`src/rtl/imem_pkg.sv`:
```
// rtl/imem_pkg.sv - Shared types and helpers for the instruction memory arbiter.
package imem_pkg;

  localparam int unsigned IMEM_DEPTH = 1024;

  typedef enum logic [1:0] {
    OWN_NONE = 2'd0,
    OWN_IF   = 2'd1,
    OWN_LD   = 2'd2
  } imem_owner_t;

  // Byte address must be word aligned and fall inside the array.
  function automatic logic imem_addr_ok(input logic [31:0] addr, input int unsigned depth);
    return (addr[1:0] == 2'b00) && (addr < (depth * 4));
  endfunction

endpackage

```
`src/rtl/imem_rr_grant.sv`:
```
// rtl/imem_rr_grant.sv - Two-way fetch/loader grant; IMEM_ARB_RR_EN selects round-robin over fixed priority.
module imem_rr_grant (
`ifdef IMEM_ARB_RR_EN
  input  logic clk_i,
  input  logic rst_i,
`endif
  input  logic if_valid_i,
  input  logic ld_valid_i,
  input  logic ld_lock_i,
  output logic gnt_if_o,
  output logic gnt_ld_o
);

`ifdef IMEM_ARB_RR_EN
  logic last_ld_q;
  logic last_ld_d;

  // Reset value points at LD so the fetch port wins the first contention.
  always_ff @(posedge clk_i) begin
    if (rst_i) begin
      last_ld_q <= 1'b1;
    end else begin
      last_ld_q <= last_ld_d;
    end
  end

  always_comb begin
    last_ld_d = last_ld_q;
    if (gnt_if_o || gnt_ld_o) begin
      last_ld_d = gnt_ld_o;
    end
  end
`endif

  always_comb begin
    gnt_if_o = 1'b0;
    gnt_ld_o = 1'b0;
    if (ld_lock_i) begin
      gnt_ld_o = ld_valid_i;
    end else if (if_valid_i && ld_valid_i) begin
`ifdef IMEM_ARB_RR_EN
      gnt_if_o = last_ld_q;
      gnt_ld_o = !last_ld_q;
`else
      gnt_if_o = 1'b1;
`endif
    end else begin
      gnt_if_o = if_valid_i;
      gnt_ld_o = ld_valid_i;
    end
  end

endmodule

```
`src/rtl/imem_arbiter.sv`:
```
// rtl/imem_arbiter.sv - Fetch/loader arbiter for the single-port instruction memory; IMEM_ARB_RR_EN enables round-robin.
module imem_arbiter
  import imem_pkg::*;
#(
  parameter int unsigned DEPTH = IMEM_DEPTH,
  parameter int unsigned AW    = $clog2(DEPTH)
) (
  input  logic          clk,
  input  logic          rst,
  input  logic          if_req_valid,
  output logic          if_req_ready,
  input  logic [31:0]   if_req_addr,
  output logic          if_rsp_valid,
  output logic [31:0]   if_rsp_data,
  output logic          if_rsp_err,
  input  logic          ld_req_valid,
  output logic          ld_req_ready,
  input  logic          ld_req_we,
  input  logic [31:0]   ld_req_addr,
  input  logic [31:0]   ld_req_wdata,
  input  logic          ld_lock,
  output logic          ld_rsp_valid,
  output logic [31:0]   ld_rsp_data,
  output logic          ld_rsp_err,
  output logic          mem_en,
  output logic          mem_we,
  output logic [AW-1:0] mem_addr,
  output logic [31:0]   mem_wdata,
  input  logic [31:0]   mem_rdata
);

  logic        gnt_if;
  logic        gnt_ld;
  logic [31:0] sel_addr;
  logic        addr_ok;

  imem_owner_t owner_q, owner_d;
  logic        err_q, err_d;
  logic        we_q, we_d;

  // Nothing is granted while reset is held.
  imem_rr_grant u_grant (
`ifdef IMEM_ARB_RR_EN
    .clk_i      (clk),
    .rst_i      (rst),
`endif
    .if_valid_i (if_req_valid && !rst),
    .ld_valid_i (ld_req_valid && !rst),
    .ld_lock_i  (ld_lock),
    .gnt_if_o   (gnt_if),
    .gnt_ld_o   (gnt_ld)
  );

  assign if_req_ready = gnt_if;
  assign ld_req_ready = gnt_ld;

  assign sel_addr  = gnt_ld ? ld_req_addr : if_req_addr;
  assign addr_ok   = imem_addr_ok(sel_addr, DEPTH);

  assign mem_en    = (gnt_if || gnt_ld) && addr_ok;
  assign mem_we    = gnt_ld && ld_req_we && addr_ok;
  assign mem_addr  = sel_addr[AW+1:2];
  assign mem_wdata = ld_req_wdata;

  always_comb begin
    owner_d = OWN_NONE;
    err_d   = 1'b0;
    we_d    = 1'b0;
    if (gnt_if) begin
      owner_d = OWN_IF;
      err_d   = !addr_ok;
    end else if (gnt_ld) begin
      owner_d = OWN_LD;
      err_d   = !addr_ok;
      we_d    = ld_req_we;
    end
  end

  always_ff @(posedge clk) begin
    if (rst) begin
      owner_q <= OWN_NONE;
      err_q   <= 1'b0;
      we_q    <= 1'b0;
    end else begin
      owner_q <= owner_d;
      err_q   <= err_d;
      we_q    <= we_d;
    end
  end

  // Gating with rst drops a response that would land in a reset cycle.
  assign if_rsp_valid = (owner_q == OWN_IF) && !rst;
  assign ld_rsp_valid = (owner_q == OWN_LD) && !rst;
  assign if_rsp_err   = if_rsp_valid && err_q;
  assign ld_rsp_err   = ld_rsp_valid && err_q;
  assign if_rsp_data  = (if_rsp_valid && !err_q) ? mem_rdata : 32'h0;
  assign ld_rsp_data  = (ld_rsp_valid && !err_q && !we_q) ? mem_rdata : 32'h0;

endmodule

```
`config.mk`:
```
export PLATFORM = sky130hd
export DESIGN_NAME = imem_arbiter
export DESIGN_NICKNAME = d
export VERILOG_FILES = /design/src/rtl/imem_pkg.sv /design/src/rtl/imem_rr_grant.sv /design/src/rtl/imem_arbiter.sv
export SDC_FILE = /design/constraint.sdc
export NUM_CORES = 1
export LEC_CHECK = 0
export BUFFER_PORTS_ARGS = -buffer_cell sky130_fd_sc_hd__buf_2
export CORE_AREA = 2 2 96 98
export DETAILED_ROUTE_END_ITERATION = 8
export DIE_AREA = 0 0 98 100
export MAX_ROUTING_LAYER = met4
export PLACE_DENSITY_LB_ADDON = 0.2
export SYNTH_ARGS = -nofsm -noshare
export SYNTH_HDL_FRONTEND = slang
export SYNTH_HIERARCHICAL = 1
export SYNTH_SLANG_ARGS = --single-unit
```
`constraint.sdc`:
```
create_clock -name clk -period 1.5 [get_ports clk]
set_clock_uncertainty 0.2 [all_clocks]
set_input_delay 0.075 -clock clk [delete_from_list [all_inputs] [get_ports clk]]
set_output_delay 0.075 -clock clk [all_outputs]
set_load 0.02 [all_outputs]
```
### Yosys cells after proc, flatten, opt, wreduce, memory -nomap -nowiden

Cells that the tools add are included.

| storage, ports and cells | value |
|---|---|
| ROM bits | 0 |
| input port bits | 134 |
| RAM bits | 0 |
| memories | 0 |
| logic and storage cells | 41 |
| output and inout port bits | 114 |
| flip-flop bits (word level) | 4 |
| latch bits | 0 |

| cells by class | value |
|---|---|
| multiplexer cells | 11 |
| $lt $le $gt $ge | 1 |
| multipliers | 0 |
| reduce and logical (&&, ||, !) cells | 22 |
| equality and inequality tests | 2 |
| shift-type cells | 0 |
| div/mod/pow operators | 0 |
| add/sub/neg operators | 0 |
| bitwise gates (word level) | 1 |

Operator list:

| cell | number |
|---|---|
| 32-bit 2-to-1 mux | 3 |
| 32-bit by 13-bit less-than comparator with 1-bit output (second input constant) | 1 |
| 1-bit logical AND | 14 |
| 1-bit 2-to-1 mux | 7 |
| 1-bit logical NOT | 4 |
| 3-bit OR reduction | 1 |
| 2-bit by 1-bit equality test with 1-bit output (second input constant) | 1 |
| 2-bit equality test (second input constant) | 1 |
| 2-bit logical NOT | 1 |
| 2-bit 2-to-1 mux | 1 |
| 2-bit OR reduction | 1 |
| 1-bit logical OR | 1 |
| 1-bit inverter | 1 |

### Logic depth before layout (Yosys ltp)

Gate-level depths: netlist (run 1).

| depth | value |
|---|---|
| word-level depth | 11 |
| depth in mapped cells | 7 |

### Modules after synthesis

The synthesis (run 1) kept the hierarchy.

By module, submodules not included:

| module | area each (um^2) | cells each | times used |
|---|---|---|---|
| imem_arbiter | 1098.6 | 155 | 1 |
| imem_rr_grant | 22.5 | 2 | 1 |

### Worst setup path after synthesis (run 1)

No wires, ideal clock.

| timing path | value |
|---|---|
| path type | reg2out |
| start | register owner_q[1] |
| end | output port ld_rsp_data[0] |
| buffers on the path | 1 |
| data arrival time | 1.800 ns |
| stages on the path, launching flop included | 5 |
| slack | -0.575 ns |
| cells stage by stage | dfxtp_1 -> nor3b_1 -> nor3b_1 -> clkbuf_1 -> and2_1 |

| between the ends | value |
|---|---|
| cells in the longest elaborated chain, start to end | 5 |

RTL lines:

| what | RTL line | RTL |
|---|---|---|
| start: declaration | imem_arbiter.sv:37 | `imem_owner_t owner_q, owner_d;` |
| start signal: assignment | imem_arbiter.sv:85 | `owner_q <= owner_d;` |
| 2-bit equality test | imem_arbiter.sv:93 | `assign ld_rsp_valid = (owner_q == OWN_LD) && !rst;` |
| 1-bit logical AND | imem_arbiter.sv:93 |  |
| net ld_rsp_valid | imem_arbiter.sv:22 | `output logic ld_rsp_valid,` |
| 1-bit logical AND (2 in a row) | imem_arbiter.sv:97 | `assign ld_rsp_data = (ld_rsp_valid && !err_q && !we_q) ? mem_rdata : 32'h0;` |
| 32-bit 2-to-1 mux | imem_arbiter.sv:97 |  |
| end: declaration | imem_arbiter.sv:23 | `output logic [31:0] ld_rsp_data,` |

The timed path passes the listed nets, and every way through them passes these cells.

### Worst setup path in the final report (run 1)

| timing path | value |
|---|---|
| start | input port rst |
| end | output port mem_en |

| between the ends | value |
|---|---|
| cells in the longest elaborated chain, start to end | 9 |

RTL lines:

| what | RTL line | RTL |
|---|---|---|
| start: declaration | imem_arbiter.sv:9 | `input logic rst,` |
| 1-bit logical NOT (*) | imem_arbiter.sv:47, imem_arbiter.sv:48 |  |
| 1-bit logical AND, on equally long branches | imem_arbiter.sv:47, imem_arbiter.sv:48 |  |
| 1-bit logical AND | imem_rr_grant.sv:40 | `end else if (if_valid_i && ld_valid_i) begin` |
| 1-bit 2-to-1 mux | imem_rr_grant.sv:40 |  |
| 1-bit 2-to-1 mux | imem_rr_grant.sv:38 | `if (ld_lock_i) begin` |
| 32-bit 2-to-1 mux | imem_arbiter.sv:57 | `assign sel_addr = gnt_ld ? ld_req_addr : if_req_addr;` |
| 32-bit by 13-bit less-than comparator with 1-bit output or 2-bit logical NOT (tied branches) | imem_pkg.sv:14 | `return (addr[1:0] == 2'b00) && (addr < (depth * 4));` |
| 1-bit logical AND | imem_pkg.sv:14 |  |
| 1-bit logical AND (*) | imem_arbiter.sv:60 | `assign mem_en = (gnt_if \|\| gnt_ld) && addr_ok;` |
| end: declaration | imem_arbiter.sv:25 | `output logic mem_en,` |

Every way passes the cells marked *; elsewhere a longest branch is shown, timed or not.

==> metrics.yaml, run 1 <==
setup_viol: 77
ys_types: 22
peakVddDrop_v: 0.000198
cp.arrival_ns: 1.64
drc_errors: 0
rows: 35
h-tree-depth: 1
crit_slowest_cell: "or4b_1"
worst-path-stages: 7
cts.sinks: 4
place_ws_ns: -0.462
drv_cap: 0
use_met3_pct: 2.37
grt_max_degree: 25
finalNonFillerCells: 481
power_frac_comb_pct: 65.0
syn-cell-area_mm2: 0.00112
cts_made_buffers: 3
multi_input_area_mm2: 0.00108
final_cell_mix: "buf_2 (106), buf_6 (86), and2_4 (64), dlygate4sd3_1 (33), buf_4 (17)"
crit_chain: "buf_8, nor2b_1, nor2b_4, or4b_1, or4_4, a22oi_2, buf_6"
dp.cells: 429
initial_core_util_pct: 12.6
grtUsageMet2_pct: 23.0
worstSetupPathType: "primary input to primary output"
clk_pin_slew_worst_paths_ns: 0.03
detail-route-antenna-nets: 0
areaGrowthSynthToFinish_pct: 208
via_count: 1886
place_congestion: 0.744
drt_iter0_markers: 9
crit_path_end_kind: "primary output"
swShare_pct: 34.3
power_frac_seq_pct: 11.9
num_io_pins: 248
fin_crit_ns: 1.92
hold_ws_ns: 0.107
nFillCells: 878
track_usage_pct: 11.0
met1_usage_pct: 10.1
grt_antenna_before_repair: 0
switchingPower_uw: 333
drv_slew: 0
wirelength_um: 5860
internal-power_uw: 637
die_x_um: 98
fmax_mhz: 522
portBuffers: 183
p_clk_share_pct: 23.1
dieArea_mm2: 0.00980
ys_warn_count: 6
relSlewSlack_pct: 64.9
final_nets: 506
hold_path.class: "primary input to register"
core_mm2: 0.00889
cts_tree: "done"
synth_seq_cells: 4
fin_crit_sh_pct: 128
critPathMaxFanout: 4
cts-root-buf: "clkbuf_8"
drive_above_1_share_pct: 84.3
syn_nets: 291
busiest_layer: "met2"
violations: "negative setup slack"
routed_via_density: 3.92
final_common_cell: "buf_2"
crit_required_ns: 1.22
status: "finished, violations left"
diodes: 0
worst_slack_ns: -0.416
yosysSeqAreaShare_pct: 7.14
powerDensity_mw_per_mm2: 281
hold_depth: 4
die_h_um: 100
startpoint_type: "primary input"
rsz0062_at_grt: "true"
clk_path_buf_depth: 2
hold_violations: 0
grt_pass1_wl_um: 8600
seq_area_um2: 82.6
synth_cells: 157
overflow: 0
first_pass_iters: 4
path_buf_inv: 2
power_leakage_nw: 1.71
dp_hpwl_um: 4100
path_delay_family: "simple AND/OR/NAND/NOR gates"
max_stage_delay_ns: 0.46
worstMarginPinSlew_ns: 0.522
grt_pass1_vias: 1841
syn_area_per_cell_um2: 7.14
routedWlPerCell_um: 12.2
==> metal layers <==
| metal | up-vias | wire (um) |
|---|---|---|
| met5 | - | 0 |
| met4 | 0 | 27 |
| met3 | 4 | 625 |
| met2 | 135 | 3420 |
| met1 | 836 | 1790 |
| li1 | 911 | - |
==> path summary, 6_finish.rpt <==
path	endpoint	startpoint
worst min-delay path	owner_q[1]$_SDFF_PP0_	ld_lock
worst max-delay path	mem_en	rst
==> stage by stage <==
| step | util [%] | TNS (ns) | cell area (um2) | total power, mW |
|---|---|---|---|---|
| after floorplan | - | -3.94 | 1380 | 0.401 |
| after global placement | 25.5 | -14.04 | 2260 | 0.486 |
| after detailed placement | 25.5 | -13.52 | 2260 | 0.489 |
| after CTS | 37.4 | -20.31 | 3320 | 0.928 |
| after global routing | 38.9 | -26.81 | 3460 | 1.03 |
| final | 38.9 | -20.27 | 3460 | 0.970 |
==> power groups by stage <==
| stage | Clock, mW | Sequential [mW] | Combinational (mW) |
|---|---|---|---|
| after detailed placement | 0 | 0.117 | 0.373 |
| after CTS | 0.232 | 0.115 | 0.581 |
| final | 0.224 | 0.115 | 0.631 |
| after global routing | 0.241 | 0.116 | 0.671 |
| after floorplan | 0 | 0.118 | 0.283 |
| after global placement | 0 | 0.117 | 0.369 |
==> area by class of cell <==
cell class / count / share of cell area, %
timing repair buffer: 249 / 61.0
multi-input combinational: 113 / 31.2
tap: 111 / 4.02
inverter: 1 / 0.109
sequential: 4 / 2.39
clock buffer: 3 / 1.19
==> cells by family (layout without fill, tap and decap cells) <==
group,after synthesis,in the layout,synth area share (%)
simple gates,100,100,56.0
flops,4,4,7.14
compound gates,3,3,2.68
buf+inv,40,253,24.1
mux,10,10,10.0
==> registers in the layout, summed over array words and instances (netlist names) <==
name     flops
err_q        1
we_q         1
owner_q      2
==> cells in the mapped netlist (all sizes together) <==
cell | number | area (um2)
a22oi | 1 | 12.5
nor3 | 3 | 15.0
nor2 | 3 | 11.3
nand3 | 1 | 5.00
buf | 33 | 244
or4b | 1 | 10.0
nor4 | 8 | 50.1
nand4 | 1 | 6.26
inv | 1 | 3.75
nor3b | 3 | 22.5
or4 | 2 | 15.0
or2 | 2 | 12.5
dfxtp | 4 | 80.1
clkbuf | 6 | 22.5
and2 | 68 | 425
nand2 | 2 | 7.51
a2111oi | 2 | 17.5
nor2b | 6 | 47.5
mux2 | 10 | 113
==> repair_timing <==
action,CTS,global route
gates resized for setup,165,35
buffers inserted,9,7
endpoints found under the hold margin,33,0
pin swaps,12,7
setup endpoints to repair,77,80
hold buffers,33,0
cloned,4,0
Note: power is estimated with default switching activity, not from simulation.
==> run 2, diff against run 1 <==
--- a/config.mk
+++ b/config.mk
@@ -6,9 +6,9 @@
 export NUM_CORES = 1
 export LEC_CHECK = 0
 export BUFFER_PORTS_ARGS = -buffer_cell sky130_fd_sc_hd__buf_2
-export CORE_AREA = 2 2 96 98
+export CORE_AREA = 2 2 95 97
 export DETAILED_ROUTE_END_ITERATION = 8
-export DIE_AREA = 0 0 98 100
+export DIE_AREA = 0 0 97 99
 export MAX_ROUTING_LAYER = met4
 export PLACE_DENSITY_LB_ADDON = 0.2
 export SYNTH_ARGS = -nofsm -noshare
==> constraint.sdc (replaced) <==
create_clock -name clk -period 2.2 [get_ports clk]
set_clock_uncertainty 0.2 [all_clocks]
set_input_delay 0.11 -clock clk [delete_from_list [all_inputs] [get_ports clk]]
set_output_delay 0.11 -clock clk [all_outputs]
set_load 0.02 [all_outputs]
==> run 2 against run 1 <==
  * The flow now finishes without violations
  * Die area shrank 2.0%
  * Sequential cell count unchanged
  * Sequential power is 32% lower
  * Largest cell class unchanged
  * Via count is 16% lower
  * Total power down 53%
  * Combinational power shrank 65%
  * Critical endpoint unchanged
==> metrics.yaml, run 2 (synthesis gave the netlist of run 1 again) <==
status: "complete, no violations"
hold_ws_ns: 0.00815  # -0.0987 ns
fin_crit_sh_pct: 91.8
post-cts-setup-buffers: 0  # -9
drv_slew: 0  # unchanged
first_pass_iters: 4  # unchanged
critPathMaxFanout: 3  # -1
drive_above_1_share_pct: 67.4  # -17 points
diodes: 0  # unchanged
rows: 34  # -2.9%
clk_path_buf_depth: 2  # unchanged
final_nets: 449  # -11%
crit_required_ns: 1.89  # +0.67 ns
rsz0062_at_grt: "false"
power_leakage_nw: 1.23  # -28%
die_x_um: 97  # -1.0%
fmax_mhz: 495
fin_setup_tns_ns: 0  # +20.27 ns
grt_antenna_before_repair: 0  # unchanged
crit_path_end_kind: "primary output"
cts.sinks: 4  # unchanged
total_power_uw: 452  # -53%
seq_area_um2: 80.1  # -3.0%
grt_max_degree: 33  # +32%
detail-route-antenna-nets: 0  # unchanged
final_common_cell: "buf_2"
nFillCells: 977  # +11%
fin_crit_ns: 2.02
hold_violations: 0  # unchanged
routed_via_density: 3.77  # -3.7%
core_mm2: 0.00855  # -3.8%
peakVddDrop_v: 0.000189  # -4.6%
areaGrowthSynthToFinish_pct: 80.8
num_io_pins: 248  # unchanged
powerDensity_mw_per_mm2: 223  # -21%
initial_core_util_pct: 13.1  # +0.50 points
grt_pass1_wl_um: 6430  # -25%
routedWlPerCell_um: 10.2  # -16%
cts_made_buffers: 3  # unchanged
place_congestion: 0.768  # +3.3%
top_register: "owner_q"
via_count: 1589  # -16%
dieArea_mm2: 0.00960  # -2.0%
crit_start: "rst"
drt_iter0_markers: 21  # +12
overflow: 0  # unchanged
portBuffers: 183  # unchanged
hold_depth: 3  # -1
track_usage_pct: 8.34  # -2.6 points
crit_end: "mem_en"
cp.arrival_ns: 1.71  # +0.07 ns
relSlewSlack_pct: 76.3  # +11 points
min_from: "rst"
cts-root-buf: "clkbuf_8"
clk_pin_slew_worst_paths_ns: 0.03  # about the same
grt_pass1_vias: 1417  # -23%
dp_hpwl_um: 3850  # -6.2%
h-tree-depth: 1  # unchanged
worstMarginPinSlew_ns: 0.347  # -0.174 ns
worstSetupPathType: "primary input to primary output"
multi_input_area_um2: 781  # -28%
reg_top3: "owner_q x2, err_q x1, we_q x1"
startpoint_type: "primary input"
setup_viol: 0  # -100%
drv_cap: 0  # unchanged
largest_register_ffs: 2  # unchanged
drc_errors: 0  # unchanged
hold_path.class: "primary input to register"
die_h_um: 99  # -1.0%
final_cell_mix: "buf_2 (183), and2_1 (68), mux2_2 (10), nor4_1 (8), buf_4 (8)"
wirelength_um: 4300  # -27%
cts_tree: "done"
## run 2: cell types whose count changed in the layout (fill, tap and decap cells not counted), sizes merged
cell / previous run / this run
buf: 216 / 191
dlygate4sd3: 33 / 1
## run 2: power breakdown
part | internal (mW) | switching (mW) | total, mW
Sequential | 0.0758 | 0.00239 | 0.0782
Combinational | 0.119 | 0.101 | 0.220
Clock | 0.117 | 0.0372 | 0.154
Total | 0.312 | 0.140 | 0.452
## run 2: metal layers
| layer | GRT usage [%] | share of wire, % | vias up |
|---|---|---|---|
| li1 | - | - | 796 |
| met1 | 7.74 | 33 | 659 |
| met2 | 15.0 | 50 | 122 |
| met3 | 3.48 | 14 | 12 |
| met4 | 3.90 | 2.9 | 0 |
| met5 | - | 0 | - |
## run 2: cell type report
cell class / count / area share, %
timing repair buffer: 192 / 48.6
multi-input combinational: 113 / 38.5
tap: 108 / 6.67
sequential: 4 / 3.95
clock buffer: 3 / 2.04
inverter: 1 / 0.185
## run 2: worst min-delay path by stage
stage	slack, ns	end
after floorplan	-0.02	owner_q[0]$_SDFF_PP0_
after global placement	0.02	mem_wdata[12]
after detailed placement	0.02	mem_wdata[12]
after CTS	0.002	owner_q[0]$_SDFF_PP0_
after global routing	0.02	mem_wdata[24]
final	0.008	owner_q[0]$_SDFF_PP0_
## run 2: what timing repair did
action / in CTS / in global routing
endpoints found under the setup margin: 0 / 7
resized for setup: 0 / 1
endpoints found under the hold margin: 1 / 0
hold buffers: 1 / 0
## run 2: through the flow
| stage | area (um2) | util (%) | instances | worst slack [ns] |
|---|---|---|---|---|
| after floorplan | 1120 | - | 157 | 0.0901 |
| after global placement | 1970 | 23.0 | 417 | 0.186 |
| after detailed placement | 1970 | 23.0 | 417 | 0.174 |
| after CTS | 2020 | 23.6 | 421 | 0.122 |
| after global routing | 2030 | 23.7 | 421 | 0.0451 |
| final | 2030 | 23.7 | 421 | 0.181 |
## run 2: worst max-delay path, cell delays in order
cell     delay, ns
buf_2         0.10
nor2b_1       0.10
nor2b_4       0.17
nor2b_2       0.06
or2_2         0.30
or4_1         0.53
a22oi_2       0.15
buf_2         0.18
==> run 3, diff against run 2 <==
--- a/config.mk
+++ b/config.mk
@@ -5,10 +5,11 @@
 export SDC_FILE = /design/constraint.sdc
 export NUM_CORES = 1
 export LEC_CHECK = 0
+export ABC_AREA = 1
 export BUFFER_PORTS_ARGS = -buffer_cell sky130_fd_sc_hd__buf_2
-export CORE_AREA = 2 2 95 97
+export CORE_AREA = 2 2 97 99
 export DETAILED_ROUTE_END_ITERATION = 8
-export DIE_AREA = 0 0 97 99
+export DIE_AREA = 0 0 99 101
 export MAX_ROUTING_LAYER = met4
 export PLACE_DENSITY_LB_ADDON = 0.2
 export SYNTH_ARGS = -nofsm -noshare
==> run 3 against run 2 <==
  * Setup slack improved by 0.17 ns
  * Fmax up 8.9%
  * Count of clock-buffer cells in the layout is the same
  * Total power up 5.2%
  * Wire length is 9.6% higher
  * Non-clock buffer count shrank 6
  * Sequential power decreased by 2%
  * Combinational power grew 14%
  * Sequential share of layout area hardly changed
  * First-iteration DRC count rose by 86%
  * Via count up 20%
  * Largest cell class unchanged
==> metrics.yaml, run 3 <==
final_cell_mix: "buf_2 (183), nor2_1 (95), inv_1 (45), nand2_1 (41)"
areaGrowthSynthToFinish_pct: 67.2
synth.most_common_cell: "nor2_1"
crit_start: "owner_q[1]$_SDFF_PP0_"
ys_top_cells_by_area: "nor2_1 (30%), buf_4 (22%), inv_1 (14%), nand2_1 (13%), dfxtp_1 (6.6%)"
top_register: "owner_q"
internal-power_uw: 303  # -2.6%
power_leakage_nw: 1.48  # +21%
grt_antenna_before_repair: 0  # unchanged
track_usage_pct: 8.80  # +0.45 points
place_congestion: 0.785  # +2.2%
fin_setup_tns_ns: 0  # unchanged
diodes: 0  # unchanged
reg_top3: "owner_q x2, err_q x1, we_q x1"
fin_crit_ns: 1.85  # -0.165 ns
dp_hpwl_um: 4170  # +8.5%
setup_viol: 0  # unchanged
routedWlPerCell_um: 9.28  # -9.1%
die_h_um: 101  # +2.0%
max_stage_delay_ns: 0.31  # -0.22 ns
crit_required_ns: 1.89  # about the same
powerDensity_mw_per_mm2: 236  # +5.7%
synth_edf_count: 0  # unchanged
fmax_mhz: 540  # +8.9%
swShare_pct: 36.2  # +5.1 points
critPathMaxFanout: 32  # +29
ys_types: 21  # -4.5%
syn-cell-area_mm2: 0.00121  # +7.6%
syn_nets: 383  # +32%
largest_register_ffs: 2  # unchanged
routed_via_density: 3.76  # -0.44%
hold_violations: 0  # unchanged
relSlewSlack_pct: 61.3  # -15 points
rsz0062_at_grt: "false"
startpoint_type: "register"
core_mm2: 0.00898  # +5.0%
rows: 35  # +2.9%
switchingPower_uw: 172  # +22%
p_clk_share_pct: 31.3  # -2.7 points
crit_chain: "inv_1, nand3_1, inv_2, nand2_2, nor2_1, buf_2"
peakVddDrop_v: 0.000120  # -36%
via_count: 1909  # +20%
cts-root-buf: "clkbuf_8"
cts_tree: "done"
cp.arrival_ns: 1.54  # -0.17 ns
power_frac_comb_pct: 52.5  # +3.8 points
synth_cells: 249  # +59%
drv_slew: 0  # unchanged
wirelength_um: 4710  # +9.6%
num_io_pins: 248  # unchanged
dieArea_mm2: 0.0100  # +4.1%
final_nets: 533  # +19%
cts.sinks: 4  # unchanged
grt_pass1_wl_um: 7140  # +11%
crit_slowest_cell: "nand2_2"
multi_input_area_um2: 633  # -19%
syn_area_per_cell_um2: 4.84  # -32%
cts_made_buffers: 3  # unchanged
synth-async-reset-ratio_pct: 0  # unchanged
drv_cap: 0  # unchanged
portBuffers: 183  # unchanged
grt_max_degree: 33  # unchanged
synthTopCellsByCount: "nor2_1 (95), inv_1 (45), nand2_1 (41)"
ys_warn_count: 6  # unchanged
clk_pin_slew_worst_paths_ns: 0.03  # about the same
hold_path.class: "primary input to register"
path_delay_family: "simple AND/OR/NAND/NOR gates"
overflow: 0  # unchanged
post-cts-setup-buffers: 0  # unchanged
yosysSeqAreaShare_pct: 6.64  # -0.50 points
power_frac_seq_pct: 16.2  # -1.1 points
initial_core_util_pct: 13.4  # +0.32 points
first_pass_iters: 4  # unchanged
clk_path_buf_depth: 2  # unchanged
worstSetupPathType: "register to primary output"
synthFlopType: "dfxtp_1"
min_from: "ld_lock"
nFillCells: 1018  # +4.2%
seq_area_um2: 80.1  # unchanged
status: "complete, no violations"
worstMarginPinSlew_ns: 0.578  # +0.231 ns
fin_crit_sh_pct: 84.2  # -7.5 points
crit_path_end_kind: "primary output"
synth_top_area_cell: "nor2_1"
drt_iter0_markers: 39  # +86%
h-tree-depth: 1  # unchanged
synth_seq_cells: 4  # unchanged
final_common_cell: "buf_2"
path_buf_inv: 3  # +1
drc_errors: 0  # unchanged
die_x_um: 99  # +2.1%
drive_above_1_share_pct: 49.4  # -18 points
detail-route-antenna-nets: 0  # unchanged
grt_pass1_vias: 1696  # +20%
hold_ws_ns: 0.0131  # +0.00491 ns
synth_top_cell_area_share_pct: 29.6  # -8.4 points
-- run 3: area by class of cell --
cell class | count | area share, %
tap | 111 | 6.89
sequential | 4 | 3.97
inverter | 48 | 8.93
timing repair buffer | 186 | 46.8
clock buffer | 3 | 2.05
multi-input combinational | 156 | 31.4
-- run 3: final timing paths --
check | cells past startpoint | to | slack [ns]
setup / recovery | 6 | if_rsp_data[14] | 0.35
hold / removal | 4 | owner_q[0]$_SDFF_PP0_ | 0.01
-- run 3: per-stage QoR --
step	total power, mW	util [%]	worst slack, ns	instances	area (um2)
after floorplan	0.283	-	0.448	249	1210
after global placement	0.332	21.8	0.424	503	1960
after detailed placement	0.328	21.8	0.369	503	1960
after CTS	0.486	22.5	0.316	508	2020
after global routing	0.513	22.5	0.170	508	2020
final	0.475	22.5	0.347	508	2020
-- run 3: metal layers --
metal	global-route usage [%]	share of wire, %	up-vias	wire, um
li1	-	-	976	-
met1	9.15	38	767	1800
met2	17.1	47	164	2240
met5	-	0	-	0
met4	1.58	0.40	0	19
met3	1.87	14	2	655
-- run 3: power groups by stage --
stage / clock [mW] / combinational, mW / sequential, mW
after floorplan: 0 / 0.205 / 0.0777
after CTS: 0.155 / 0.254 / 0.0771
final: 0.149 / 0.250 / 0.0770
after detailed placement: 0 / 0.250 / 0.0780
after global routing: 0.157 / 0.279 / 0.0772
after global placement: 0 / 0.254 / 0.0780
-- run 3: what timing repair did --
item / 4_1_cts / 5_1_grt
hold endpoints to repair: 3 / 0
resized for setup: 0 / 0
hold buffers: 2 / 0
-- run 3: logic make-up (layout without fill, tap and decap cells) --
logic type / after synthesis / after routing / share of synthesized area, %
flip-flops: 4 / 4 / 6.64
AND/OR/NAND/NOR: 153 / 153 / 50.9
buffers and inverters: 89 / 237 / 40.9
AO/OA/AOI/OAI: 3 / 3 / 1.56
